## src/rtl/cyclic_encoder_seq_if.sv

```systemverilog
// Handshake bundle for the cyclic encoder/checker: an input word channel
// (valid/ready with mode and data) and a result channel (valid/ready with
// data and error flag). The master is the side that supplies words and
// consumes results; the slave is the encoder itself.
interface cyclic_encoder_seq_if #(
  parameter int N = 15
);
  logic         in_valid;
  logic         in_ready;
  logic         in_mode;
  logic [N-1:0] in_data;
  logic         out_valid;
  logic         out_ready;
  logic [N-1:0] out_data;
  logic         out_err;

  modport master (
    output in_valid, in_mode, in_data, out_ready,
    input  in_ready, out_valid, out_data, out_err
  );

  modport slave (
    input  in_valid, in_mode, in_data, out_ready,
    output in_ready, out_valid, out_data, out_err
  );
endinterface

```

## src/rtl/cyclic_encoder_seq.sv

```systemverilog
// Sequential systematic encoder / syndrome checker for binary cyclic codes.
// An LFSR divider consumes BPC information bits per cycle, MSB first, and
// produces the remainder of i(x)*x^M mod g(x). In encode mode that remainder
// is the parity; in check mode it is XORed with the received parity to form
// the syndrome. Codeword layout: parity in [N-1:K], information in [K-1:0].
module cyclic_encoder_seq #(
  parameter int             N     = 15,
  parameter int             K     = 7,
  parameter logic [N-K:0]   GPOLY = 9'b1_1101_0001,
  parameter int             BPC   = 1
) (
  input  logic                clk,
  input  logic                rst,
  cyclic_encoder_seq_if.slave bus
);
  localparam int           M    = N - K;
  localparam int           NCYC = K / BPC;
  localparam int           CW   = (NCYC > 1) ? $clog2(NCYC) : 1;
  localparam logic [M-1:0] GLOW = GPOLY[M-1:0];

  typedef enum logic [1:0] {IDLE, RUN, DONE} state_t;

  state_t         state_reg, state_next;
  logic [M-1:0]   r_reg;
  logic [CW-1:0]  cnt_reg;
  logic [K-1:0]   info_reg;
  logic [M-1:0]   par_rx_reg;
  logic           mode_reg;
  logic [N-1:0]   out_data_reg;
  logic           out_err_reg;

  logic           accept;
  logic           last;
  logic           in_ready_c;
  logic           out_valid_c;
  logic [K-1:0]   info_rot;
  logic [BPC-1:0] bits_cur;
  logic [M-1:0]   r_next;
  logic [M-1:0]   syn;

  // The info word is rotated left by BPC each RUN cycle so the next bits to
  // feed always sit at the top; after NCYC rotations it is back in place,
  // which lets the original info be emitted without a second copy.
  generate
    if (BPC < K) begin : g_rot
      assign info_rot = {info_reg[K-BPC-1:0], info_reg[K-1:K-BPC]};
    end else begin : g_norot
      assign info_rot = info_reg;
    end
  endgenerate

  assign bits_cur = info_reg[K-1 -: BPC];

  // BPC divider steps chained combinationally, highest-order bit first.
  always_comb begin
    logic [M-1:0] acc;
    acc = r_reg;
    for (int b = 0; b < BPC; b++) begin
      acc = {acc[M-2:0], 1'b0} ^ ((bits_cur[BPC-1-b] ^ acc[M-1]) ? GLOW : '0);
    end
    r_next = acc;
  end

  assign syn = r_next ^ par_rx_reg;

  // State register; reset wins over any handshake in the same cycle.
  always_ff @(posedge clk) begin
    if (rst) begin
      state_reg <= IDLE;
    end else begin
      state_reg <= state_next;
    end
  end

  // Next-state and handshake outputs, decoded from registered state only.
  always_comb begin
    state_next  = state_reg;
    in_ready_c  = 1'b0;
    out_valid_c = 1'b0;
    accept      = 1'b0;
    last        = 1'b0;
    case (state_reg)
      IDLE: begin
        in_ready_c = 1'b1;
        if (bus.in_valid) begin
          accept     = 1'b1;
          state_next = RUN;
        end
      end
      RUN: begin
        if (cnt_reg == CW'(NCYC - 1)) begin
          last       = 1'b1;
          state_next = DONE;
        end
      end
      DONE: begin
        out_valid_c = 1'b1;
        if (bus.out_ready) begin
          state_next = IDLE;
        end
      end
      default: state_next = IDLE;
    endcase
  end

  // Datapath: capture the word on accept, step the divider in RUN, and load
  // the result registers on the final RUN cycle.
  always_ff @(posedge clk) begin
    if (rst) begin
      r_reg        <= '0;
      cnt_reg      <= '0;
      info_reg     <= '0;
      par_rx_reg   <= '0;
      mode_reg     <= 1'b0;
      out_data_reg <= '0;
      out_err_reg  <= 1'b0;
    end else if (accept) begin
      info_reg   <= bus.in_data[K-1:0];
      par_rx_reg <= bus.in_data[N-1:K];
      mode_reg   <= bus.in_mode;
      r_reg      <= '0;
      cnt_reg    <= '0;
    end else if (state_reg == RUN) begin
      r_reg    <= r_next;
      info_reg <= info_rot;
      cnt_reg  <= cnt_reg + 1'b1;
      if (last) begin
        out_data_reg <= {(mode_reg ? syn : r_next), info_rot};
        out_err_reg  <= mode_reg & (|syn);
      end
    end
  end

  assign bus.in_ready  = in_ready_c;
  assign bus.out_valid = out_valid_c;
  assign bus.out_data  = out_data_reg;
  assign bus.out_err   = out_err_reg;
endmodule

```

## src/flat_wrapper.sv

```systemverilog
// flat-port wrapper written by rule: the top's interface ports become plain ports
module cyclic_encoder_seq_flat 
#(
  parameter int             N     = 15,
  parameter int             K     = 7,
  parameter logic [N-K:0]   GPOLY = 9'b1_1101_0001,
  parameter int             BPC   = 1
)
  (clk, rst, bus_in_valid, bus_in_mode, bus_in_data, bus_out_ready, bus_in_ready, bus_out_valid, bus_out_data, bus_out_err);
  cyclic_encoder_seq_if #(.N(N)) bus_i ();
  input  logic clk;
  input  logic rst;
  input wire logic [$bits(bus_i.in_valid)-1:0] bus_in_valid;
  input wire logic [$bits(bus_i.in_mode)-1:0] bus_in_mode;
  input wire logic [$bits(bus_i.in_data)-1:0] bus_in_data;
  input wire logic [$bits(bus_i.out_ready)-1:0] bus_out_ready;
  output wire logic [$bits(bus_i.in_ready)-1:0] bus_in_ready;
  output wire logic [$bits(bus_i.out_valid)-1:0] bus_out_valid;
  output wire logic [$bits(bus_i.out_data)-1:0] bus_out_data;
  output wire logic [$bits(bus_i.out_err)-1:0] bus_out_err;
  assign bus_i.in_valid = bus_in_valid;
  assign bus_i.in_mode = bus_in_mode;
  assign bus_i.in_data = bus_in_data;
  assign bus_i.out_ready = bus_out_ready;
  assign bus_in_ready = bus_i.in_ready;
  assign bus_out_valid = bus_i.out_valid;
  assign bus_out_data = bus_i.out_data;
  assign bus_out_err = bus_i.out_err;
  cyclic_encoder_seq #(.N(N), .K(K), .GPOLY(GPOLY), .BPC(BPC)) u_core (.clk(clk), .rst(rst), .bus(bus_i));
endmodule
```

## config.mk

```make
export PLATFORM = sky130hd
export DESIGN_NAME = cyclic_encoder_seq_flat
export DESIGN_NICKNAME = d
export VERILOG_FILES = /design/src/rtl/cyclic_encoder_seq_if.sv /design/src/rtl/cyclic_encoder_seq.sv /design/src/flat_wrapper.sv
export SDC_FILE = /design/constraint.sdc
export NUM_CORES = 1
export LEC_CHECK = 0
export CAP_MARGIN = 20
export CORE_MARGIN = 2
export CORE_UTILIZATION = 45
export DETAILED_ROUTE_END_ITERATION = 10
export GPL_TIMING_DRIVEN = 1
export PLACE_DENSITY = 0.72
export SLEW_MARGIN = 20
export SYNTH_ARGS = -nofsm -noshare
export SYNTH_HDL_FRONTEND = slang
export SYNTH_SLANG_ARGS = --single-unit
export TNS_END_PERCENT = 1
```

## constraint.sdc

```tcl
create_clock -name clk -period 3.45 [get_ports clk]
set_clock_uncertainty 0.05 [all_clocks]
set_input_delay 0.5175 -clock clk [delete_from_list [all_inputs] [get_ports clk]]
set_output_delay 0.5175 -clock clk [all_outputs]
set_load 0.02 [all_outputs]
```

Word level (Yosys, flattened, before mapping)
Index checks and enable logic that the tools add are counted.
{ "totals": {"reg_bits": 45, "inputBits": 20, "output_inout_bits": 18, "elab_cells": 40} }
{ "classes": {"n_addsub": 1, "eq_ne": 6, "mux": 14, "n_bitwise": 5, "n_reduce_logical": 6} }
{ "ops": {"columns": ["op", "count"], "rows": [
  ["$mux 8", 2],
  ["$xor 8x8->8", 2],
  ["$mux 7", 2],
  ["$reduce_or 8->1", 1],
  ["$mux 1", 6],
  ["$mux 2", 3],
  ["$pmux 2 s3", 1],
  ["$reduce_and 3->1", 2],
  ["$ne 2x2->1 const B", 2],
  ["$add 3x1->3 const B", 1],
  ["$eq 3x3->1 const B", 1],
  ["$eq 2x1->1 const B", 1],
  ["$eq 2x2->1 const B", 1],
  ["$logic_not 2->1", 1],
  ["$ne 2x1->1 const B", 1],
  ["$reduce_bool 2->1", 1],
  ["$reduce_or 2->1", 1],
  ["$and 1x1->1", 1],
  ["$not 1->1", 1],
  ["$xor 1x1->1", 1]
]} }

Longest topological paths before layout
Gate-level depths: netlist of the first run.
{ "logic_depth": {"ltp_word": 6, "mapped_depth": 7, "mapped_depth_nobuf": 5} }

Least setup slack after synthesis of the first run
No wires, ideal clock.
{ "synth_path": {"path_kind": "reg-to-reg", "startpoint": "reg u_core.info_reg[6]", "endpoint": "reg u_core.out_err_reg (netlist: u_core.bus.out_err)", "setup_time_ps": 133, "arrival_ps": 1554, "required_time_ps": 3267, "slack_ps": 1713, "path_stages_with_launch": 6, "n_path_buf": 1, "path_cell_list": "dfxtp_1 > buf_6 > xor2_2 > or4_4 > a2111oi_4 > a221oi_2"} }
{ "synth_between": {"elab_chain_len": 6} }
{ "synth_lines": {"columns": ["element", "line_no", "rtl"], "rows": [
  ["start: declaration", "cyclic_encoder_seq.sv:26", "logic [K-1:0] info_reg;"],
  ["start signal: assignment", "cyclic_encoder_seq.sv:118", "info_reg <= bus.in_data[K-1:0];"],
  ["start signal: assignment", "cyclic_encoder_seq.sv:125", "info_reg <= info_rot;"],
  ["$xor 1x1->1", "cyclic_encoder_seq.sv:59", "acc = {acc[M-2:0], 1'b0} ^ ((bits_cur[BPC-1-b] ^ acc[M-1]) ? GLOW : '0);"],
  ["$mux 8", "cyclic_encoder_seq.sv:59", null],
  ["$xor 8x8->8", "cyclic_encoder_seq.sv:59", null],
  ["$xor 8x8->8", "cyclic_encoder_seq.sv:64", "assign syn = r_next ^ par_rx_reg;"],
  ["$reduce_or 8->1", "cyclic_encoder_seq.sv:129", "out_err_reg <= mode_reg & (|syn);"],
  ["$and 1x1->1", "cyclic_encoder_seq.sv:129", null],
  ["end signal: assignment", "cyclic_encoder_seq.sv:129", null],
  ["end: declaration", "cyclic_encoder_seq.sv:30", "logic out_err_reg;"]
]} }
No other way between the ends.
A chain may end at the register's enable or synchronous reset.

Worst setup path in the final report of the first run
{ "layout_path": {"startpoint": "reg u_core.state_reg[0]", "endpoint": "reg u_core.out_err_reg (netlist: u_core.bus.out_err)"} }
{ "layout_between": {"elab_chain_len": 4, "word_cells_on_any_way": 6, "classes_between": "1 x eq/ne; 2 x mux; 1 x bitwise; 2 x reduce/logical"} }
{ "layout_lines": {"columns": ["element", "line_no", "rtl"], "rows": [
  ["start: declaration", "cyclic_encoder_seq.sv:23", "state_t state_reg, state_next;"],
  ["start signal: assignment", "cyclic_encoder_seq.sv:71", "state_reg <= state_next;"],
  ["$logic_not 2->1", "cyclic_encoder_seq.sv:82", "case (state_reg)"],
  ["$mux 1", "cyclic_encoder_seq.sv:82", null],
  ["$not 1->1 (no line)", null, null],
  ["$reduce_and 3->1 (no line) *", null, null]
]} }
Every way passes the cells marked *; elsewhere a longest branch is shown, timed or not.

==> flow_summary.yaml, run 1 <==
finish:
  nFillCells: 387
  multi_input_area_um2: 968.4
  stdcell_area_um2: 2411
  antenna_cells: 0
  post-route-util: 0.5900
  nNetsFinal: 285
  layout_commonest_cell: "nand2_1"
  layout_common_cells: "nand2_1, dfxtp_1, clkdlybuf4s50_1"
  instances_no_fill: 314
  largest_register_ffs: 15
  syn_to_final_growth_pct: 24.24
  regArea_um2: 900.9
  drive_above_1_share: 0.06439
route:
  routed_wl_mm: 4.091
  drt-initial-drc-count: 93
  firstDrtPassIters: 4
  antenna_left: 0
  via_per_inst: 5.019
  drc: 0
  num_vias: 1576
  wl_per_cell_um: 13.03
synthesis:
  synth-seq-cells: 45
  synthCells: 231
  ys_seq_area_frac: 0.4642
  netlist.area_leader.share: 0.4642
  syn_nets: 253
  synth.area.top_cells: "dfxtp_1, nand2_1, a21oi_1"
  synth.cell_area_um2: 1941
  ys_types: 29
  synth_warnings: 0
  yosysTopAreaCell: "dfxtp_1"
  syn_area_per_cell_um2: 8.401
sta:
  drv_slew: 0
  setup_violations: 0
  fmax_mhz: 463.3
  fin_tns_setup_ps: 0
  hold_viol: 0
  worst_pin_slew_ps: 838.5
  layout_min_cycle_time_ps: 2159
  fin_ws_ps: 1291
  grt_setup_unrepaired: "false"
  maxSlewHeadroom: 0.4410
  period_share: 0.6257
placed_design:
  dpl-instance-area_um2: 2328
  place_hpwl_mm: 2.796
  placed_cells: 306
  finalWeightedCongestion: 0.8174
  io_buffers: 37
  dp_slack_ps: 1203
worst_setup_path:
  crit_start: "u_core.state_reg[0]"
  worst-r2r-setup-slack_ps: 1290
  cp_slowest_stage_delay_ps: 750
  cp-start-kind: "flip-flop"
  r2r-start: "u_core.state_reg[0]"
  cp_max_fo: 23
  critPathTopFamily: "simple AND/OR/NAND/NOR gates"
  critPathSlowestCell: "and3_1"
  critical_path_required_ps: 3610
  cp_num_cells: 5
  critical_path_arrival_ps: 2320
  r2r_end: "u_core.bus.out_err"
  critical_path.cell_chain: "nor2b_1, buf_4, and3_1, nand2_1, a221oi_2"
  crit_path_end: "u_core.bus.out_err"
  worstRegToRegCells: 5
  path_class: "reg2reg"
  worst-path-buf-inv: 1
  cp-end-kind: "flip-flop"
clock_network:
  clk_pin_slew_ps: 90
  post_cts_buffers: 0
  cts_sinks: 45
  cts_resized: 0
  clk_latency_ps: 300
  cts_tree: "done"
  h-tree-depth: 2
  cts_buffers: 5
  root_buffer: "clkbuf_8"
  ctsHoldBuffers: 0
  cts.path.max_buffers: 2
die:
  initial_utilization: 0.4749
  pin_count: 38
  rows: 23
  fp.dieW_um: 69.67
  die_h_um: 69.67
  core_um2: 4086
  dieArea_um2: 4854
hold_path:
  hold_path.class: "reg2reg"
status:
  outcome: "completed"
power_and_ir_drop:
  vdd_ir_drop_max_v: 0.0002543
  leakagePower_nw: 0.8110
  cellPowerDensity_nw_per_um2: 406.2
flow_run:
  max_cap_violations: 0
global_routing:
  track_usage: 0.1743
  antenna_found_initial: 0
  grt_pass1_wl_mm: 6.755
  grt_overflow: 0
  grt_pass1_vias: 1461
  grt_max_degree: 24
## area by class of cell
class                           count  share of cell area
Timing Repair Buffer               40              0.1629
Tap cell                           50             0.02595
Clock inverter                      2            0.004152
Sequential cell                    45              0.3736
Inverter                            1            0.001557
Multi-Input combinational cell    170              0.4017
Clock buffer                        6             0.03010
## synthesized netlist by cell type
master	instances
nand2_1	67
dfxtp_1	45
a21oi_1	33
nor2_1	12
clkbuf_1	10
xor2_1	10
a211oi_1	9
xnor2_1	9
a22oi_1	7
buf_2	3
nand3_1	3
ha_1	2
nand2b_1	2
nor2b_1	2
o21ai_0	2
xor2_2	2
a2111oi_4	1
a221oi_2	1
and3_1	1
buf_1	1
buf_6	1
inv_1	1
nand4_1	1
nor3_1	1
nor3b_2	1
or2_1	1
or3_1	1
or4_4	1
xnor2_2	1
## routing by layer
layer | GRT usage | part of all wire | up-vias
met5 | 0 | 0 | -
met4 | 0.05769 | 0.014 | 0
met3 | 0.03488 | 0.046 | 7
met2 | 0.2863 | 0.46 | 41
met1 | 0.2299 | 0.48 | 700
li1 | - | - | 828
## worst register-to-register path, stage by stage, from the launching register on
cell      delay [ps]
dfxtp_1          440
nor2b_1          170
buf_4            260
and3_1           750
nand2_1          150
a221oi_2         260
## power by group
group / total, W / switching (W) / internal, W / leakage, nW
logic: 0.000109 / 0.0000568 / 0.0000527 / 0.400
registers: 0.000553 / 0.0000180 / 0.000535 / 0.366
clock network: 0.000317 / 0.000177 / 0.000141 / 0.0450
## kinds of logic after synthesis
kind of cell    synth area share
simple gates              0.2012
compound gates            0.1741
flops                     0.4642
xor+xnor                  0.1109
buf+inv                  0.03675
fa+ha+maj                0.01289
## metrics by stage
stage                     hold WS (ps)  total power [W]
after floorplan                  395.6        0.0006330
after global placement           391.7        0.0006727
after detailed placement         397.6        0.0006741
after CTS                        409.8        0.0009889
after global routing             429.3         0.001018
final                            407.3        0.0009795
## how the worst min path moves through the flow
stage,start,endpoint,cells after the start
floorplan,u_core.info_reg[0],u_core.bus.out_data[1],2
global placement,u_core.bus.out_data[6],u_core.bus.out_data[6],2
detailed placement,u_core.bus.out_data[1],u_core.bus.out_data[1],2
CTS,u_core.bus.out_data[1],u_core.bus.out_data[1],2
global route,u_core.bus.out_data[0],u_core.bus.out_data[0],2
finish,u_core.bus.out_data[2],u_core.bus.out_data[2],2
Note: power is estimated with default switching activity, not from simulation.
==> inputs of run 2 (changes only) <==
==> constraint.sdc (replaced) <==
create_clock -name clk -period 2.3 [get_ports clk]
set_clock_uncertainty 0.05 [all_clocks]
set_input_delay 0.345 -clock clk [delete_from_list [all_inputs] [get_ports clk]]
set_output_delay 0.345 -clock clk [all_outputs]
set_load 0.02 [all_outputs]
==> run 2 against run 1 <==
Net effect: critical path depth fell by 3; highest routed layer unchanged; critical path type is now reg2out; routed wire length rose by 2.1%; worst setup slack got worse by 920 ps; clock power rose by 95%; sequential share of layout area fell by 0.96 points; combinational power rose by 58%; largest power group unchanged; utilization rose by 1.6 points; flip-flop and latch count did not move; via count rose by 2.3%; count of clock-buffer cells in the layout rose by 1.
==> flow_summary.yaml, run 2 (synthesized netlist as in run 1, its figures left out) <==
status:
  outcome: "completed"
power_and_ir_drop:
  cellPowerDensity_nw_per_um2: 654.1
  vdd_ir_drop_max_v: 0.0003900
  total_power_w: 0.001619
  leakagePower_nw: 0.8448
placed_design:
  placed_cells: 310
  io_buffers: 37
  finalWeightedCongestion: 0.8326
  place_hpwl_mm: 2.966
finish:
  layout_commonest_cell: "nand2_1"
  instances_no_fill: 318
  regArea_um2: 900.9
  nFillCells: 396
  antenna_cells: 0
  layout_common_cells: "nand2_1, dfxtp_1, clkdlybuf4s50_1"
  drive_above_1_share: 0.07836
  largest_register_ffs: 15
  multi_input_area_um2: 968.4
  syn_to_final_growth_pct: 27.53
  nNetsFinal: 289
sta:
  setup_violations: 0
  hold_viol: 0
  maxSlewHeadroom: 0.6403
  drv_slew: 0
  grt_setup_unrepaired: "false"
  fmax_mhz: 519.7
  fin_tns_setup_ps: 0
  layout_min_cycle_time_ps: 1924
  period_share: 0.8367
  worst_pin_slew_ps: 538.0
die:
  rows: 23
  dieArea_um2: 4854
  fp.dieW_um: 69.67
  die_h_um: 69.67
  initial_utilization: 0.4749
  core_um2: 4086
  pin_count: 38
clock_network:
  post_cts_buffers: 0
  clk_latency_ps: 300
  ctsHoldBuffers: 0
  root_buffer: "clkbuf_8"
  clk_pin_slew_ps: 80
  cts.path.max_buffers: 2
  h-tree-depth: 2
  cts_tree: "done"
  cts_resized: 0
  cts_sinks: 45
  cts_buffers: 5
worst_setup_path:
  critical_path_arrival_ps: 1530
  critical_path.cell_chain: "nor2b_1, clkdlybuf4s50_1"
  critical_path_required_ps: 1900
  critPathSlowestCell: "clkdlybuf4s50_1"
  cp_slowest_stage_delay_ps: 620
  cp_max_fo: 6
  path_class: "reg2out"
  cp-start-kind: "flip-flop"
  cp-end-kind: "primary output"
global_routing:
  antenna_found_initial: 0
  grt_overflow: 0
  grt_pass1_wl_mm: 7.334
  track_usage: 0.1891
  grt_max_degree: 24
  grt_pass1_vias: 1562
route:
  drc: 0
  wl_per_cell_um: 13.13
  num_vias: 1613
  drt-initial-drc-count: 124
  firstDrtPassIters: 4
  via_per_inst: 5.072
  antenna_left: 0
  routed_wl_mm: 4.176
flow_run:
  max_cap_violations: 0
hold_path:
  hold_path.class: "reg2reg"
## run 2: cell types whose count changed in the layout (fill, tap and decap cells not counted)
cell,delta
clkbuf_8,+1
clkinv_2,-2
bufinv_16,+1
buf_4,+4
## run 2: worst paths after layout
kind | from | end | slack (ps) | cells after the start
setup / recovery | u_core.state_reg[1] | bus_out_valid | 380 | 2
hold / removal | u_core.bus.out_data[7] | u_core.bus.out_data[7] | 400 | 2
setup reg to reg | u_core.info_reg[6] | u_core.bus.out_err | 430 | 4
hold reg to reg | u_core.bus.out_data[7] | u_core.bus.out_data[7] | 400 | 2
## run 2: where the power goes
group / internal (W) / switching, W / total (W)
Sequential: 0.000802 / 0.0000270 / 0.000829
Clock: 0.000354 / 0.000264 / 0.000618
Combinational: 0.0000833 / 0.0000885 / 0.000172
## run 2: area by class of cell
| cell class | instances | share of cell area |
|---|---|---|
| Inverter | 1 | 0.001517 |
| Multi-Input combinational cell | 170 | 0.3913 |
| Clock inverter | 1 | 0.01213 |
| Tap cell | 50 | 0.02528 |
| Clock buffer | 7 | 0.03488 |
| Sequential cell | 45 | 0.3640 |
| Timing Repair Buffer | 44 | 0.1709 |
## run 2: stage by stage
stage	cell area (um2)	hold slack, ps	utilization	setup slack [ps]
after floorplan	1941	395.6	-	562.5
after global placement	2359	389.3	0.5772	491.2
after detailed placement	2359	396.5	0.5772	457.4
after CTS	2475	408.0	0.6056	365.8
after global routing	2475	425.3	0.6056	287.4
final	2475	404.0	0.6056	375.7
## run 2: critical path: cells and delay by family (launching register included)
kind                   cells  cell delay [ps]
DFF                        1              430
buffers and inverters      1              620
and+or+nand+nor            1              190
## run 2: metal layers
layer  routed length (um)  GRT usage  vias to the layer above
met4                   60    0.06197                        0
met3                  199    0.04942                        4
met2                 2046     0.3034                       40
met1                 1870     0.2480                      733
met5                    0          0                        -
li1                     -          -                      836
==> inputs of run 3 (changes only) <==
--- a/config.mk
+++ b/config.mk
@@ -10,7 +10,7 @@
 export CORE_UTILIZATION = 45
 export DETAILED_ROUTE_END_ITERATION = 10
 export GPL_TIMING_DRIVEN = 1
-export PLACE_DENSITY = 0.72
+export PLACE_DENSITY = 0.75
 export SLEW_MARGIN = 20
 export SYNTH_ARGS = -nofsm -noshare
 export SYNTH_HDL_FRONTEND = slang
==> constraint.sdc (replaced) <==
create_clock -name clk -period 1.74 [get_ports clk]
set_clock_uncertainty 0.05 [all_clocks]
set_input_delay 0.261 -clock clk [delete_from_list [all_inputs] [get_ports clk]]
set_output_delay 0.261 -clock clk [all_outputs]
set_load 0.02 [all_outputs]
==> run 3 against run 2 <==
Net effect: non-clock buffer count grew 8; sequential share of layout area shrank 1.0 points; register-to-register slack lost 320 ps; utilization grew 1.7 points; worst setup slack lost 270 ps; count of clock-buffer cells in the layout is the same; critical path depth grew 3; largest power group unchanged; via count grew 3.3%; critical endpoint is now u_core.bus.out_data[11]; clock power grew 31%; first-iteration DRC count shrank 28%; flip-flop and latch count is the same.
==> flow_summary.yaml, run 3 (synthesized netlist as in run 1, its figures left out) <==
worst_setup_path:
  cp-start-kind: "flip-flop"
  cp_max_fo: 5
  critical_path_arrival_ps: 1790
  path_class: "reg2reg"
  cp-end-kind: "flip-flop"
  critPathSlowestCell: "xnor2_1"
  worst-path-buf-inv: 1
  critPathTopFamily: "XOR/XNOR gates"
  critical_path_required_ps: 1890
  critical_path.cell_chain: "buf_4, xnor2_4, xnor2_1, xor2_1, a211oi_1"
  cp_slowest_stage_delay_ps: 390
flow_run:
  max_cap_violations: 0
die:
  fp.dieW_um: 69.67
  core_um2: 4086
  rows: 23
  die_h_um: 69.67
  pin_count: 38
  dieArea_um2: 4854
  initial_utilization: 0.4749
sta:
  fin_tns_setup_ps: 0
  layout_min_cycle_time_ps: 1632
  drv_slew: 0
  period_share: 0.9382
  setup_violations: 0
  maxSlewHeadroom: 0.6993
  worst_pin_slew_ps: 447.9
  grt_setup_unrepaired: "false"
  hold_viol: 0
  fmax_mhz: 612.6
clock_network:
  clk_latency_ps: 300
  cts_tree: "done"
  clk_pin_slew_ps: 80
  cts_sinks: 45
  cts_buffers: 5
  post_cts_buffers: 0
  root_buffer: "clkbuf_8"
  cts.path.max_buffers: 2
  h-tree-depth: 2
placed_design:
  finalWeightedCongestion: 0.8072
  io_buffers: 37
  place_hpwl_mm: 3.136
route:
  route.met3.wl_um: 202
  drt-initial-drc-count: 89
  via_per_inst: 5.113
  routed.top_layer: "met4"
  num_vias: 1667
  drc: 0
  routed_wl_mm: 4.268
  drt-met1-wl_mm: 1.859
  firstDrtPassIters: 5
  antenna_left: 0
  wl_per_cell_um: 13.09
  wl_met2_mm: 2.146
finish:
  antenna_cells: 0
  layout_common_cells: "nand2_1, dfxtp_1, clkdlybuf4s50_1"
  nNetsFinal: 297
  layout_commonest_cell: "nand2_1"
  drive_above_1_share: 0.1087
  largest_register_ffs: 15
  syn_to_final_growth_pct: 31.14
power_and_ir_drop:
  leakagePower_nw: 0.8921
  vdd_ir_drop_max_v: 0.0004821
  total_power_w: 0.002145
  cellPowerDensity_nw_per_um2: 843.0
global_routing:
  track_usage: 0.1869
  antenna_found_initial: 0
  grt_pass1_wl_mm: 7.272
  grt_max_degree: 19
  grt_pass1_vias: 1631
  grt_overflow: 0
hold_path:
  hold_path.class: "reg2reg"
status:
  outcome: "completed"
## run 3: changes by cell type in the layout (fill, tap and decap cells not counted), sizes merged
cell           change
buf                +8
clkdlybuf4s50      -2
dlygate4sd2        +2
## run 3: repair_timing
action                     4_1_cts  5_1_grt
pin swaps                        0        1
setup endpoints to repair        2        5
resized for setup                2        2
hold buffers                     0        0
## run 3: cell type report
type / count / area [um2]
clock inverters: 1 / 30.03
flip-flops and latches: 45 / 900.9
clock buffers: 7 / 86.33
multi-input cells: 170 / 980.9
well taps: 50 / 62.56
fillers: 387 / 1541
repair buffers: 52 / 480.5
inverters: 1 / 3.754
## run 3: metal layers
layer | track usage | up-vias
li1 | - | 854
met4 | 0.05769 | 0
met5 | 0 | -
met3 | 0.05233 | 6
met1 | 0.2191 | 769
met2 | 0.3301 | 38
## run 3: worst paths after layout
check	depth (start not counted)	end	slack [ps]	start
max	5	u_core.bus.out_data[11]	110	u_core.info_reg[6]
min	2	u_core.bus.out_data[0]	400	u_core.bus.out_data[0]
max reg2reg	5	u_core.bus.out_data[11]	110	u_core.info_reg[6]
min reg2reg	2	u_core.bus.out_data[0]	400	u_core.bus.out_data[0]
## run 3: worst register-to-register path: cells and delay by family, from the launching register on
family / cells / cell delay, ps
xor gates and xnor gates: 3 / 690
AOI/OAI and AO/OA: 1 / 280
buffers and inverters: 1 / 180
DFF: 1 / 340
## run 3: power breakdown
part	total, W	internal [W]	switching, W
Clock	0.000810	0.000468	0.000342
Sequential	0.00109	0.00106	0.0000310
Combinational	0.000245	0.000121	0.000124
Total	0.00215	0.00165	0.000497
## run 3: stage by stage
| stage | worst slack (ps) | utilization | cells | hold slack [ps] | instance area [um2] |
|---|---|---|---|---|---|
| 6_report | 107.6 | 0.6228 | 326 | 403.7 | 2545 |
| 5_1_grt | 32.22 | 0.6228 | 326 | 432.9 | 2545 |
| 4_1_cts | 55.19 | 0.6197 | 326 | 409.8 | 2532 |
| 3_5_place_dp | 13.83 | 0.5919 | 318 | 398.4 | 2419 |
| 3_3_place_gp | 52.66 | 0.5919 | 318 | 392.3 | 2419 |
| 2_1_floorplan | 2.522 | - | 231 | 347.0 | 1941 |
